## src/rtl/vga_pkg.sv

```systemverilog
// rtl/vga_pkg.sv - 640x480@60 timing defaults, colour widths and colour-bar table
package vga_pkg;

  localparam int unsigned VGA_H_ACTIVE = 640;
  localparam int unsigned VGA_H_FP     = 16;
  localparam int unsigned VGA_H_SYNC   = 96;
  localparam int unsigned VGA_H_BP     = 48;
  localparam int unsigned VGA_V_ACTIVE = 480;
  localparam int unsigned VGA_V_FP     = 10;
  localparam int unsigned VGA_V_SYNC   = 2;
  localparam int unsigned VGA_V_BP     = 33;

  localparam int unsigned VGA_RW = 3;
  localparam int unsigned VGA_GW = 3;
  localparam int unsigned VGA_BW = 2;

  // Bars left to right; result bit 2 = red on, bit 1 = green on, bit 0 = blue on.
  function automatic logic [2:0] bar_rgb(input logic [2:0] idx);
    case (idx)
      3'd0:    bar_rgb = 3'b111;  // white
      3'd1:    bar_rgb = 3'b110;  // yellow
      3'd2:    bar_rgb = 3'b011;  // cyan
      3'd3:    bar_rgb = 3'b010;  // green
      3'd4:    bar_rgb = 3'b101;  // magenta
      3'd5:    bar_rgb = 3'b100;  // red
      3'd6:    bar_rgb = 3'b001;  // blue
      default: bar_rgb = 3'b000;  // black
    endcase
  endfunction

endpackage

```

## src/rtl/vga_if.sv

```systemverilog
// rtl/vga_if.sv - pixel request / source colour / video output bundle
// master (generator): drives ce_pix, req, req_x, req_y, hs, vs, draw, r, g, b, frame;
//   receives src_r, src_g, src_b.
// slave (source + display side): the mirror image.
interface vga_if #(
  parameter int unsigned CNT_W = 10,
  parameter int unsigned RW    = 3,
  parameter int unsigned GW    = 3,
  parameter int unsigned BW    = 2
);
  logic             ce_pix;
  logic             req;
  logic [CNT_W-1:0] req_x;
  logic [CNT_W-1:0] req_y;
  logic [RW-1:0]    src_r;
  logic [GW-1:0]    src_g;
  logic [BW-1:0]    src_b;
  logic             hs;
  logic             vs;
  logic             draw;
  logic [RW-1:0]    r;
  logic [GW-1:0]    g;
  logic [BW-1:0]    b;
  logic             frame;

  modport master (
    output ce_pix, req, req_x, req_y, hs, vs, draw, r, g, b, frame,
    input  src_r, src_g, src_b
  );

  modport slave (
    input  ce_pix, req, req_x, req_y, hs, vs, draw, r, g, b, frame,
    output src_r, src_g, src_b
  );
endinterface

```

## src/rtl/vga_sync_pipe.sv

```systemverilog
// rtl/vga_sync_pipe.sv - CE-gated N-stage delay line with synchronous reset
// Ports: clk, rst (sync, active-high), en (advance), din/dout (W bits).
// N = 0 degenerates to a wire.
module vga_sync_pipe #(
  parameter int unsigned N = 1,
  parameter int unsigned W = 1
) (
  input  logic         clk,
  input  logic         rst,
  input  logic         en,
  input  logic [W-1:0] din,
  output logic [W-1:0] dout
);

  generate
    if (N == 0) begin : g_wire
      assign dout = din;
    end else begin : g_pipe
      logic [W-1:0] stage_q [N];
      logic [W-1:0] stage_d [N];

      always_comb begin
        stage_d = stage_q;
        if (en) begin
          stage_d[0] = din;
          for (int i = 1; i < N; i++) stage_d[i] = stage_q[i-1];
        end
      end

      always_ff @(posedge clk) begin
        if (rst) begin
          for (int i = 0; i < N; i++) stage_q[i] <= '0;
        end else begin
          stage_q <= stage_d;
        end
      end

      assign dout = stage_q[N-1];
    end
  endgenerate

endmodule

```

## src/rtl/vga_frame_gen.sv

```systemverilog
// rtl/vga_frame_gen.sv - VGA frame generator: pixel divider, H/V counters, source request, aligned output stage
// Ports: clk, rst (sync, active-high); bus (vga_if.master): pixel request out, source colour in,
//   synced and blanked video out, frame-start strobe.
// Build option VGA_TEST_PATTERN_EN: eight internal colour bars replace the source colour.
module vga_frame_gen
  import vga_pkg::*;
#(
  parameter int unsigned CLK_DIV  = 2,
  parameter int unsigned H_ACTIVE = VGA_H_ACTIVE,
  parameter int unsigned H_FP     = VGA_H_FP,
  parameter int unsigned H_SYNC   = VGA_H_SYNC,
  parameter int unsigned H_BP     = VGA_H_BP,
  parameter int unsigned V_ACTIVE = VGA_V_ACTIVE,
  parameter int unsigned V_FP     = VGA_V_FP,
  parameter int unsigned V_SYNC   = VGA_V_SYNC,
  parameter int unsigned V_BP     = VGA_V_BP,
  parameter bit          HS_POL   = 1'b0,
  parameter bit          VS_POL   = 1'b0,
  parameter int unsigned SRC_LAT  = 1,
  parameter int unsigned CNT_W    = 10,
  parameter int unsigned RW       = VGA_RW,
  parameter int unsigned GW       = VGA_GW,
  parameter int unsigned BW       = VGA_BW
) (
  input logic   clk,
  input logic   rst,
  vga_if.master bus
);

  localparam int unsigned H_TOTAL = H_ACTIVE + H_FP + H_SYNC + H_BP;
  localparam int unsigned V_TOTAL = V_ACTIVE + V_FP + V_SYNC + V_BP;
  localparam int unsigned DIV_W   = (CLK_DIV > 1) ? $clog2(CLK_DIV) : 1;

  localparam logic [DIV_W-1:0] DIV_LAST = DIV_W'(CLK_DIV - 1);
  localparam logic [CNT_W-1:0] H_LAST   = CNT_W'(H_TOTAL - 1);
  localparam logic [CNT_W-1:0] V_LAST   = CNT_W'(V_TOTAL - 1);
  localparam logic [CNT_W-1:0] H_ACT    = CNT_W'(H_ACTIVE);
  localparam logic [CNT_W-1:0] V_ACT    = CNT_W'(V_ACTIVE);
  localparam logic [CNT_W-1:0] HS_BEG   = CNT_W'(H_ACTIVE + H_FP);
  localparam logic [CNT_W-1:0] HS_END   = CNT_W'(H_ACTIVE + H_FP + H_SYNC);
  localparam logic [CNT_W-1:0] VS_BEG   = CNT_W'(V_ACTIVE + V_FP);
  localparam logic [CNT_W-1:0] VS_END   = CNT_W'(V_ACTIVE + V_FP + V_SYNC);

  // The column only travels down the delay line when the bar pattern needs it.
`ifdef VGA_TEST_PATTERN_EN
  localparam int unsigned PW = 3 + CNT_W;
`else
  localparam int unsigned PW = 3;
`endif

  logic [DIV_W-1:0] div_q, div_d;
  logic             ce_q, ce_d;
  logic [CNT_W-1:0] h_q, h_d, v_q, v_d;
  logic             vis, hs_raw, vs_raw;
  logic [PW-1:0]    pipe_in, pipe_out;
  logic             hs_dl, vs_dl, vis_dl;
  logic [RW-1:0]    pix_r, r_q, r_d;
  logic [GW-1:0]    pix_g, g_q, g_d;
  logic [BW-1:0]    pix_b, b_q, b_d;
  logic             hs_q, hs_d, vs_q, vs_d, draw_q, draw_d;

  // ce is registered so it reads 0 in reset even when CLK_DIV = 1.
  always_comb begin
    div_d = (div_q == DIV_LAST) ? '0 : div_q + 1'b1;
    ce_d  = (div_q == DIV_LAST);
    h_d   = h_q;
    v_d   = v_q;
    if (ce_q) begin
      if (h_q == H_LAST) begin
        h_d = '0;
        v_d = (v_q == V_LAST) ? '0 : v_q + 1'b1;
      end else begin
        h_d = h_q + 1'b1;
      end
    end
  end

  assign vis    = (h_q < H_ACT) && (v_q < V_ACT);
  assign hs_raw = (h_q >= HS_BEG) && (h_q < HS_END);
  assign vs_raw = (v_q >= VS_BEG) && (v_q < VS_END);

`ifdef VGA_TEST_PATTERN_EN
  assign pipe_in = {h_q, hs_raw, vs_raw, vis};
`else
  assign pipe_in = {hs_raw, vs_raw, vis};
`endif

  // SRC_LAT stages here plus the output register give SRC_LAT+1 ticks total.
  vga_sync_pipe #(.N(SRC_LAT), .W(PW)) u_sync_pipe (
    .clk  (clk),
    .rst  (rst),
    .en   (ce_q),
    .din  (pipe_in),
    .dout (pipe_out)
  );

  assign {hs_dl, vs_dl, vis_dl} = pipe_out[2:0];

`ifdef VGA_TEST_PATTERN_EN
  localparam int unsigned BAR_W = H_ACTIVE / 8;
  logic [CNT_W-1:0] x_dl;
  logic [2:0]       bar_idx, bar_on;

  assign x_dl = pipe_out[PW-1:3];

  // Threshold compare instead of a divide by a non-power-of-two bar width.
  always_comb begin
    bar_idx = 3'd0;
    for (int i = 1; i < 8; i++) begin
      if (x_dl >= CNT_W'(i * BAR_W)) bar_idx = 3'(i);
    end
  end

  assign bar_on = bar_rgb(bar_idx);
  assign pix_r  = {RW{bar_on[2]}};
  assign pix_g  = {GW{bar_on[1]}};
  assign pix_b  = {BW{bar_on[0]}};
`else
  assign pix_r = bus.src_r;
  assign pix_g = bus.src_g;
  assign pix_b = bus.src_b;
`endif

  always_comb begin
    hs_d   = hs_q;
    vs_d   = vs_q;
    draw_d = draw_q;
    r_d    = r_q;
    g_d    = g_q;
    b_d    = b_q;
    if (ce_q) begin
      hs_d   = hs_dl ? HS_POL : ~HS_POL;
      vs_d   = vs_dl ? VS_POL : ~VS_POL;
      draw_d = vis_dl;
      r_d    = vis_dl ? pix_r : '0;
      g_d    = vis_dl ? pix_g : '0;
      b_d    = vis_dl ? pix_b : '0;
    end
  end

  always_ff @(posedge clk) begin
    if (rst) begin
      div_q  <= '0;
      ce_q   <= 1'b0;
      h_q    <= '0;
      v_q    <= '0;
      hs_q   <= ~HS_POL;
      vs_q   <= ~VS_POL;
      draw_q <= 1'b0;
      r_q    <= '0;
      g_q    <= '0;
      b_q    <= '0;
    end else begin
      div_q  <= div_d;
      ce_q   <= ce_d;
      h_q    <= h_d;
      v_q    <= v_d;
      hs_q   <= hs_d;
      vs_q   <= vs_d;
      draw_q <= draw_d;
      r_q    <= r_d;
      g_q    <= g_d;
      b_q    <= b_d;
    end
  end

  assign bus.ce_pix = ce_q;
  assign bus.req    = ce_q & vis;
  assign bus.req_x  = h_q;
  assign bus.req_y  = v_q;
  assign bus.frame  = ce_q & (h_q == '0) & (v_q == '0);
  assign bus.hs     = hs_q;
  assign bus.vs     = vs_q;
  assign bus.draw   = draw_q;
  assign bus.r      = r_q;
  assign bus.g      = g_q;
  assign bus.b      = b_q;

endmodule
```

## src/flat_wrapper.sv

```systemverilog
// flat-port wrapper written by rule: the top's interface ports become plain ports
module vga_frame_gen_flat import vga_pkg::*;
#(
  parameter int unsigned CLK_DIV  = 2,
  parameter int unsigned H_ACTIVE = VGA_H_ACTIVE,
  parameter int unsigned H_FP     = VGA_H_FP,
  parameter int unsigned H_SYNC   = VGA_H_SYNC,
  parameter int unsigned H_BP     = VGA_H_BP,
  parameter int unsigned V_ACTIVE = VGA_V_ACTIVE,
  parameter int unsigned V_FP     = VGA_V_FP,
  parameter int unsigned V_SYNC   = VGA_V_SYNC,
  parameter int unsigned V_BP     = VGA_V_BP,
  parameter bit          HS_POL   = 1'b0,
  parameter bit          VS_POL   = 1'b0,
  parameter int unsigned SRC_LAT  = 1,
  parameter int unsigned CNT_W    = 10,
  parameter int unsigned RW       = VGA_RW,
  parameter int unsigned GW       = VGA_GW,
  parameter int unsigned BW       = VGA_BW
)
  (clk, rst, bus_ce_pix, bus_req, bus_req_x, bus_req_y, bus_hs, bus_vs, bus_draw, bus_r, bus_g, bus_b, bus_frame, bus_src_r, bus_src_g, bus_src_b);
  vga_if #(.CNT_W(CNT_W), .RW(RW), .GW(GW), .BW(BW)) bus_i ();
  input logic clk;
  input logic rst;
  output wire logic [$bits(bus_i.ce_pix)-1:0] bus_ce_pix;
  output wire logic [$bits(bus_i.req)-1:0] bus_req;
  output wire logic [$bits(bus_i.req_x)-1:0] bus_req_x;
  output wire logic [$bits(bus_i.req_y)-1:0] bus_req_y;
  output wire logic [$bits(bus_i.hs)-1:0] bus_hs;
  output wire logic [$bits(bus_i.vs)-1:0] bus_vs;
  output wire logic [$bits(bus_i.draw)-1:0] bus_draw;
  output wire logic [$bits(bus_i.r)-1:0] bus_r;
  output wire logic [$bits(bus_i.g)-1:0] bus_g;
  output wire logic [$bits(bus_i.b)-1:0] bus_b;
  output wire logic [$bits(bus_i.frame)-1:0] bus_frame;
  input wire logic [$bits(bus_i.src_r)-1:0] bus_src_r;
  input wire logic [$bits(bus_i.src_g)-1:0] bus_src_g;
  input wire logic [$bits(bus_i.src_b)-1:0] bus_src_b;
  assign bus_ce_pix = bus_i.ce_pix;
  assign bus_req = bus_i.req;
  assign bus_req_x = bus_i.req_x;
  assign bus_req_y = bus_i.req_y;
  assign bus_hs = bus_i.hs;
  assign bus_vs = bus_i.vs;
  assign bus_draw = bus_i.draw;
  assign bus_r = bus_i.r;
  assign bus_g = bus_i.g;
  assign bus_b = bus_i.b;
  assign bus_frame = bus_i.frame;
  assign bus_i.src_r = bus_src_r;
  assign bus_i.src_g = bus_src_g;
  assign bus_i.src_b = bus_src_b;
  vga_frame_gen #(.CLK_DIV(CLK_DIV), .H_ACTIVE(H_ACTIVE), .H_FP(H_FP), .H_SYNC(H_SYNC), .H_BP(H_BP), .V_ACTIVE(V_ACTIVE), .V_FP(V_FP), .V_SYNC(V_SYNC), .V_BP(V_BP), .HS_POL(HS_POL), .VS_POL(VS_POL), .SRC_LAT(SRC_LAT), .CNT_W(CNT_W), .RW(RW), .GW(GW), .BW(BW)) u_core (.clk(clk), .rst(rst), .bus(bus_i));
endmodule
```

## config.mk

```make
export PLATFORM = sky130hd
export DESIGN_NAME = vga_frame_gen_flat
export DESIGN_NICKNAME = d
export VERILOG_FILES = /design/src/rtl/vga_pkg.sv /design/src/rtl/vga_if.sv /design/src/rtl/vga_sync_pipe.sv /design/src/rtl/vga_frame_gen.sv /design/src/flat_wrapper.sv
export SDC_FILE = /design/constraint.sdc
export NUM_CORES = 1
export LEC_CHECK = 0
export CORE_ASPECT_RATIO = 0.7
export CORE_MARGIN = 4
export CORE_UTILIZATION = 48
export DETAILED_ROUTE_END_ITERATION = 10
export PLACE_DENSITY = 0.79
export SYNTH_ARGS = -nofsm -noshare
export SYNTH_HDL_FRONTEND = slang
export SYNTH_HIERARCHICAL = 1
export SYNTH_SLANG_ARGS = --single-unit
export TNS_END_PERCENT = 5
```

## constraint.sdc

```tcl
create_clock -name clk -period 2.4 [get_ports clk]
set_clock_uncertainty 0.1 [all_clocks]
set_input_delay 0.48 -clock clk [delete_from_list [all_inputs] [get_ports clk]]
set_output_delay 0.48 -clock clk [all_outputs]
set_load 0.005 [all_outputs]
```

==> flow_summary.toml <==
[status]
status = "completed"

[yosys]
synth_top_area_cell = "dfxtp_1"
synth_edf_count = 0
syn_inst = 193
synth_nets = 207
synth.ff_latch_count = 36
synth.distinct_cells = 44
synth.top_cell.area_share = 0.434
async_reset_ff_frac = 0
ys_dominant_reg_cell = "dfxtp_1"
synth_warnings = 6
netlist_area_sq_um = 1660
synth.avg_cell_area_sq_um = 8.60
synth_area_leaders = "dfxtp_1 (43%), nor2_1 (7.0%), xnor2_1 (3.7%), a22oi_1 (3.6%), nand2_1 (3.6%)"
synth-seq-area-share = 0.434

[critical_path]
worstPathMaxFanout = 8
cp_cell_sequence = "o21a_1 > nor4_2 > clkdlybuf4s50_1"
startpoint_type = "flop"
max_stage_delay_ns = 0.53
critical_path.slowest_cell = "clkdlybuf4s50_1"
crit_buf_inv = 1
reg2reg_depth = 6
endpoint_kind = "output port"
worst-setup-path-type = "reg2out"
critPathTopFamily = "buffers and inverters"
arrival_ns = 1.69
cp_data_required_time_ns = 1.82
critical_path_depth = 3

[die]
die_area_sq_um = 4480
die_y_um = 57.2
start_util = 0.514
rows = 17
die_width_um = 78.3
fp.coreArea_sq_um = 3230
io_pins = 44

[route]
wire_per_inst_um = 16.3
drc = 0
drtIter0Drc = 147
dr.pass1.iters = 5
wirelength_um = 4850
ant_nets = 0
routed-via-count = 1679
vias_per_cell = 5.65

[timing]
setup_ws_ns = 0.125
drv_slew = 0
finalSetupViolCount = 0
finalCriticalPeriod_ns = 2.27
worst_pin_slew_ns = 0.599
max-slew-margin-rel = 0.597
rsz0062_at_grt = "false"
hold_viol = 0
finalCritPeriodShare = 0.948
timing.fmax_mhz = 440
setup_tns_ns = 0

[global_routing]
antenna_found_initial = 0
grt_use_total = 0.226
grt_pass1_wl_um = 7900
grt_max_degree = 21
gr-total-overflow = 0
grt_pass1_vias = 1618

[layout]
final_util = 0.743
final_common_cell = "clkdlybuf4s50_1"
nNetsFinal = 263
syn_to_final_growth_pct = 44.6
n_fill_cell = 239
drive_gt1_frac = 0.140
diodes = 0
layout_common_cells = "clkdlybuf4s50_1 (42), dfxtp_1 (36), nor2_1 (30)"

[cts]
cts_inserted_buffers = 5
htreeDepth = 2
cts.sinks = 36
cts-hold-fix-buffers = 0
root_buffer = "clkbuf_8"
cts_buffer_depth = 2
post_cts_buffers = 0
clk_pin_slew_ns = 0.08
cts_tree = "built"
clock_latency_ns = 0.29

[power_and_ir_drop]
p_leak_uw = 0.000854
max-vdd-ir-drop_mv = 0.386
finalPower_uw = 1420
power_density_nw_per_um2 = 593

[min_path]
hp-class = "reg2reg"
hold_depth = 1

[job]
maxCapViolations = 0

[placement]
routabilityCongestion = 0.935
hpwl_um = 3370
place_ws_ns = 0.121
place.port_buffers = 43
-- kinds of logic (layout without fill, tap and decap cells) --
| family | Yosys count | after routing | share of synthesized area |
|---|---|---|---|
| XOR/XNOR | 10 | 10 | 0.0528 |
| buffers and inverters | 17 | 74 | 0.0429 |
| AO/OA/AOI/OAI | 29 | 29 | 0.121 |
| multiplexers | 5 | 5 | 0.0309 |
| flip-flops | 36 | 36 | 0.434 |
| adder cells (fa/ha/maj) | 4 | 4 | 0.0301 |
| AND/OR/NAND/NOR | 92 | 92 | 0.288 |
-- cell usage after synthesis, types with 2 or more instances --
cell type / number
a21oi_1: 5
nor4_1: 6
buf_2: 2
dfxtp_1: 36
nor2_1: 31
nor2b_1: 3
xor2_1: 3
xnor2_1: 7
a22oi_1: 8
ha_1: 4
nor3_1: 6
inv_1: 8
mux2i_1: 4
o21ai_0: 3
nand3_1: 10
nand2_1: 16
o31ai_1: 4
nand4_1: 5
and3_1: 4
clkbuf_1: 4
-- layer usage --
layer / track usage / share of wire / vias up
li1: - / - / 793
met1: 0.319 / 0.48 / 787
met2: 0.326 / 0.44 / 87
met3: 0.0741 / 0.066 / 12
met4: 0.0723 / 0.020 / 0
met5: 0 / 0 / -
-- worst register-to-register path, cell delays in order, from the launching register on --
cell and delay [ns]:
dfxtp_1 0.35, buf_4 0.14, ha_1 0.21, and4_1 0.40
nand3_4 0.16, or4_1 0.53, a21oi_1 0.15
-- registers in the layout, indices dropped and copies added, names as in the netlist, 2 cells and up --
signal / count
u_core/bus.b: 2
u_core/u_sync_pipe/dout: 3
u_core/bus.g: 3
u_core/bus.req_x: 10
u_core/bus.req_y: 10
u_core/bus.r: 3
-- metrics by stage --
stage | cells | area (sq um) | hold slack (ns)
2_1_floorplan | 193 | 1660 | 0.285
3_3_place_gp | 289 | 2220 | 0.305
3_5_place_dp | 289 | 2220 | 0.303
4_1_cts | 297 | 2390 | 0.324
5_1_grt | 297 | 2400 | 0.358
6_report | 297 | 2400 | 0.323
-- final timing paths --
kind / start / endpoint / slack [ns]
min: u_core/ce_d / u_core/ce_d / 0.32
min reg2reg: u_core/ce_d / u_core/ce_d / 0.32
max reg2reg: u_core/bus.req_x[0] / u_core/bus.req_y[6] / 0.29
max: u_core/bus.req_x[8] / bus_req / 0.13
-- area by class of cell --
cell class / instances / area (sq um) / area share
Multi-Input combinational cell: 140 / 891 / 0.371
Timing Repair Buffer: 58 / 542 / 0.226
Clock buffer: 5 / 68.8 / 0.0287
Sequential cell: 36 / 721 / 0.300
Clock inverter: 3 / 90.1 / 0.0375
Tap cell: 47 / 58.8 / 0.0245
Inverter: 8 / 30.0 / 0.0125
-- what timing repair did --
item / in CTS / in global routing
endpoints found under the setup margin: 2 / 1
pin swaps: 1 / 0
resized for setup: 4 / 2
-- power breakdown --
| part | switching [uW] | total [uW] | internal (uW) | leakage, uW |
|---|---|---|---|---|
| logic | 35.8 | 75.4 | 39.6 | 0.000484 |
| clock network | 221 | 741 | 520 | 0.0000784 |
| registers | 3.42 | 607 | 603 | 0.000291 |
(Power assumes the default switching activity.)
